**src/rtl/gray_pkg.sv**
```systemverilog
// Shared Gray/binary conversion helpers and the SATURATE mode encodings
// used by the Gray up/down counter slice.
package gray_pkg;

    localparam int MAX_W    = 32;
    localparam int SAT_WRAP = 0;
    localparam int SAT_HOLD = 1;

    function automatic logic [MAX_W-1:0] bin2gray(input logic [MAX_W-1:0] b);
        return b ^ (b >> 1);
    endfunction

    // Each binary bit is the XOR of all Gray bits at or above it.
    function automatic logic [MAX_W-1:0] gray2bin(input logic [MAX_W-1:0] g);
        logic [MAX_W-1:0] r;
        r[MAX_W-1] = g[MAX_W-1];
        for (int i = MAX_W - 2; i >= 0; i--) begin
            r[i] = r[i+1] ^ g[i];
        end
        return r;
    endfunction

endpackage

```
**src/rtl/gray_prescaler.sv**
```systemverilog
// Clock-enable prescaler: emits one step_int every PRESCALE enabled cycles;
// a load clears the phase so counting restarts cleanly from the loaded value.
module gray_prescaler
    import gray_pkg::*;
#(
    parameter int PRESCALE = 1
) (
    input  logic clk,
    input  logic rst,
    input  logic clk_en,
    input  logic load,
    output logic step_int
);

    localparam int PW = (PRESCALE > 1) ? $clog2(PRESCALE) : 1;
    localparam logic [PW-1:0] LAST = PW'(PRESCALE - 1);

    logic [PW-1:0] pre_q;
    logic [PW-1:0] pre_d;

    // With PRESCALE=1 LAST is 0, so pre stays 0 and every enabled cycle steps.
    always_comb begin
        pre_d    = pre_q;
        step_int = 1'b0;
        if (load) begin
            pre_d = '0;
        end else if (clk_en) begin
            if (pre_q == LAST) begin
                pre_d    = '0;
                step_int = 1'b1;
            end else begin
                pre_d = pre_q + 1'b1;
            end
        end
    end

    always_ff @(posedge clk or negedge rst) begin
        if (!rst) begin
            pre_q <= '0;
        end else begin
            pre_q <= pre_d;
        end
    end

endmodule

```
**src/rtl/gray_updown_counter.sv**
```systemverilog
// Parametrised N-bit Gray up/down counter with load, wrap/saturate modes,
// prescaled stepping and registered binary, step and terminal-count outputs.
module gray_updown_counter
    import gray_pkg::*;
#(
    parameter int N        = 4,
    parameter int PRESCALE = 1,
    parameter int SATURATE = 0
) (
    input  logic         clk,
    input  logic         rst,
    input  logic         clk_en,
    input  logic         up_dn,
    input  logic         load,
    input  logic [N-1:0] load_val,
    output logic [N-1:0] gray_out,
    output logic [N-1:0] bin_out,
    output logic         step,
    output logic         tc
);

    localparam logic [N-1:0] TOP    = '1;
    localparam logic [N-1:0] TOP_M1 = {{(N-1){1'b1}}, 1'b0};
    localparam logic [N-1:0] ONE    = N'(1);

    logic         step_int;
    logic [N-1:0] cnt_q,  cnt_d;
    logic [N-1:0] gray_q;
    logic         step_q, step_d;
    logic         tc_q,   tc_d;

    gray_prescaler #(
        .PRESCALE(PRESCALE)
    ) u_prescaler (
        .clk      (clk),
        .rst      (rst),
        .clk_en   (clk_en),
        .load     (load),
        .step_int (step_int)
    );

    // Load beats a step; in saturate mode the limits hold, and tc marks
    // either a wrap or the arrival at a limit.
    always_comb begin
        cnt_d  = cnt_q;
        step_d = 1'b0;
        tc_d   = 1'b0;
        if (load) begin
            cnt_d = N'(gray2bin(MAX_W'(load_val)));
        end else if (step_int) begin
            step_d = 1'b1;
            if (up_dn) begin
                if (cnt_q == TOP) begin
                    if (SATURATE == SAT_WRAP) begin
                        cnt_d = '0;
                        tc_d  = 1'b1;
                    end
                end else begin
                    cnt_d = cnt_q + ONE;
                    tc_d  = (SATURATE == SAT_HOLD) && (cnt_q == TOP_M1);
                end
            end else begin
                if (cnt_q == '0) begin
                    if (SATURATE == SAT_WRAP) begin
                        cnt_d = TOP;
                        tc_d  = 1'b1;
                    end
                end else begin
                    cnt_d = cnt_q - ONE;
                    tc_d  = (SATURATE == SAT_HOLD) && (cnt_q == ONE);
                end
            end
        end
    end

    // Both outputs are registered from the same next value so they never disagree.
    always_ff @(posedge clk or negedge rst) begin
        if (!rst) begin
            cnt_q  <= '0;
            gray_q <= '0;
            step_q <= 1'b0;
            tc_q   <= 1'b0;
        end else begin
            cnt_q  <= cnt_d;
            gray_q <= N'(bin2gray(MAX_W'(cnt_d)));
            step_q <= step_d;
            tc_q   <= tc_d;
        end
    end

    assign gray_out = gray_q;
    assign bin_out  = cnt_q;
    assign step     = step_q;
    assign tc       = tc_q;

endmodule
```
**config.mk**
```make
export PLATFORM = sky130hd
export DESIGN_NAME = gray_updown_counter
export DESIGN_NICKNAME = d
export VERILOG_FILES = /design/src/rtl/gray_pkg.sv /design/src/rtl/gray_prescaler.sv /design/src/rtl/gray_updown_counter.sv
export SDC_FILE = /design/constraint.sdc
export NUM_CORES = 1
export LEC_CHECK = 0
export CORE_UTILIZATION = 35
export DETAILED_ROUTE_END_ITERATION = 6
export HOLD_SLACK_MARGIN = 0.08
export PLACE_DENSITY_LB_ADDON = 0.05
export SLEW_MARGIN = 20
export SYNTH_ARGS = -nofsm -noshare
export SYNTH_HDL_FRONTEND = slang
export SYNTH_HIERARCHICAL = 1
export SYNTH_SLANG_ARGS = --single-unit
```
**constraint.sdc**
```tcl
create_clock -name clk -period 2.14 [get_ports clk]
set_input_delay 0.535 -clock clk [delete_from_list [all_inputs] [get_ports clk]]
set_output_delay 0.535 -clock clk [all_outputs]
set_load 0.005 [all_outputs]
```
==> results.md <==
* Synth Area in Compound Gates at between 10% and 20%
* GP Congestion at about 0.70
* Vias at 488
* Synth cell types at 34
* Worst path top cell family by delay: buffers and inverters
* Die area at 1830 sq um
* Post-synth top flop: dfrtp_1
* Post-CTS Setup Repair Bufs at 0
* Layout cells sized above 1 at about 18%
* Mapped Area at between 500 and 600 sq um
* CP Launch Type: register
* Worst-path cell chain: clkdlybuf4s50_1
* Status: complete, no violations
* Cell with the most instances after synthesis: dfrtp_1
* Drt via density at 5.25
* Syn. warnings at 6
* Vias in the first global route at 451
* Layout Cells excl Fill at 93
* RSZ-0062 raised after global routing: no
* Post-route ant nets at 0
* Fin. max-slew vios at 0
* Beginning of the critical path: bin_out[0]
* CP Max Fanout at 9
* Die extent in y at 42.7 um
* Clock Skew at 6.83 ps
* Area of the core at 1520 sq um
* # DRC at 0
* Number of diodes at 0
* Tightest Hold Check Type: input port to asynchronous set/reset pin
* CTS buffer count at 3
* Ys async rst share at 100%
* Hold_buf cts at 0
* Initial antenna violation count at 0
* CTS Sinks at 9
* Slowest-stage cell, CP: clkdlybuf4s50_1
* Hpwl dp at 952 um
* Total gr overflow at 0
* Peak supply drop at between 0.0002 and 0.0003 V
* Final nets at a little under 90
* Final hold slack at 551 ps
* Synth Instances at 53
* Pin count of the biggest net entering global routing at 10
* CP Data Required Time at 1600 ps
* Die width at between 40 and 50 um
* Worst-Margin Slew at 402 ps
* Main area contributors after synthesis: dfrtp_1 39%, xor2_1 7.5%, ha_1 4.3%
* CTS H-tree depth at 1
* Top-area cell type share of the netlist area at 38.8%
* Worst r2r src: bin_out[0]
* Adder-Cell Fraction of Synth Area at 4.31%
* Buf/Inv on CP at 1
* Slew headroom at 72.9%
* EDFF count, synth at 0
* Post-Synth Simple-Gate Area at 18.3%
* CTS tree: built
* Dpl cells at 89
* Critical Path End Type: primary output
* Post-synthesis xor/xnor area fraction at approximately an eighth
* Min Clock Period, post-route at 1860 ps
* Post-synthesis register bit count at 9
* DR iter-0 viols at 11
* Core Rows at 14
* Syn Area/Cell at roughly 11 sq um
* Clk root buf: clkbuf_4
* Mapped Nets at 64
* # Max-Cap Violations at 0
* PortBufs at 18
* Global Route Usage Sum at between 10% and 20%
* Bufs on Longest Clock Path at 2
* Post-DR wirelength/cell at roughly 12 um
* Worst slack at placement at 40.0 ps
* Arrival time at the worst endpoint at 1320 ps
* Setup slack after layout at 284 ps
* Post-synthesis mux area share at 4.96%
* Power per Cell Area at between 700 and 800 nW/um^2
* Largest family of logic cells by synthesized area: simple AND/OR/NAND/NOR gates
* Yosys top cell by area: dfrtp_1
* Worst-path clk slew at 60 ps
* Area grow syn2layout at 41.4%
* Skew-Pair Late Insertion Delay at 270 ps
* Drt first pass iters at 4
* Initial Util at 38.1%
* Setup violators final at 0
* Crit path largest cell delay at around 560 ps
* Seq/Total Area, Yosys at 38.8%
* IO Count at 19
* Crit share post-route at around 87%
* Total wire length at 1160 um
* PostCTS Resize Cnt at 0
* Critical path type: register to primary output
* Leak at about 0.00037 uW
* Final Hold Viols at 0
* Fin Setup TNS at 0 ps
* Final core area utilization at 53.9%
* Fmax at 0.539 GHz
* First-pass GRT wire length at 2090 um
* Most frequent cells after synthesis: 9 x dfrtp_1, 5 x xor2_1, 3 x inv_1
-- per-layer routing --
layer  track usage, %  part of all wire, %  vias to the layer above
li1                 -                    -                      238
met1             20.8                   44                      223
met2             23.9                   47                       24
met3             5.11                  7.1                        3
met4             9.38                  1.8                        0
met5                0                    0                        -
-- cells by family after synthesis --
kind of cell	count (synthesis)
adder cells (fa/ha/maj)	2
multiplexers	2
AND/OR/NAND/NOR	16
buffers and inverters	6
AO/OA/AOI/OAI	11
XOR/XNOR	7
flip-flops	9
-- placed cells by master, fill, tap and decap left out, drive strengths merged, types with 2 or more instances in the layout --
master,n
a211oi,2
a21oi,2
buf,5
clkbuf,4
clkdlybuf4s50,18
dfrtp,9
ha,2
inv,3
nand2,2
nand3,2
nor2,2
nor2b,3
xor2,5
-- path summary, 6_finish.rpt --
check	endpoint	slack (ps)	cells past startpoint
min	bin_out[1]	550	1
max	bin_out[0]	280	1
max reg2reg	gray_out[2]	410	6
min in group clk	bin_out[3]	770	2
min reg2reg	bin_out[3]	770	2
max in group asynchronous	tc	1310	1
-- sequential cells by signal, indices dropped and copies added (netlist names) --
signal / count
step: 1
tc: 1
bin_out: 4
gray_out: 3
-- metrics by stage --
stage | total power [uW] | area (sq um)
6_report | 605 | 821
5_1_grt | 651 | 821
4_1_cts | 610 | 821
3_5_place_dp | 478 | 795
3_3_place_gp | 476 | 795
2_1_floorplan | 359 | 581
-- area by class of cell --
type / count / area, sq um
clock buffer: 4 / 26.3
fill: 148 / 703
inverter: 3 / 11.3
multi-input combinational: 38 / 320
sequential: 9 / 225
tap: 16 / 20.0
timing repair buffer: 23 / 218
-- power breakdown --
group | internal (uW) | switching, uW | total [uW]
sequential | 204 | 36.2 | 240
clock | 72.0 | 60.7 | 133
combinational | 144 | 87.5 | 232
No activity file was read; power rests on OpenSTA's default activity.
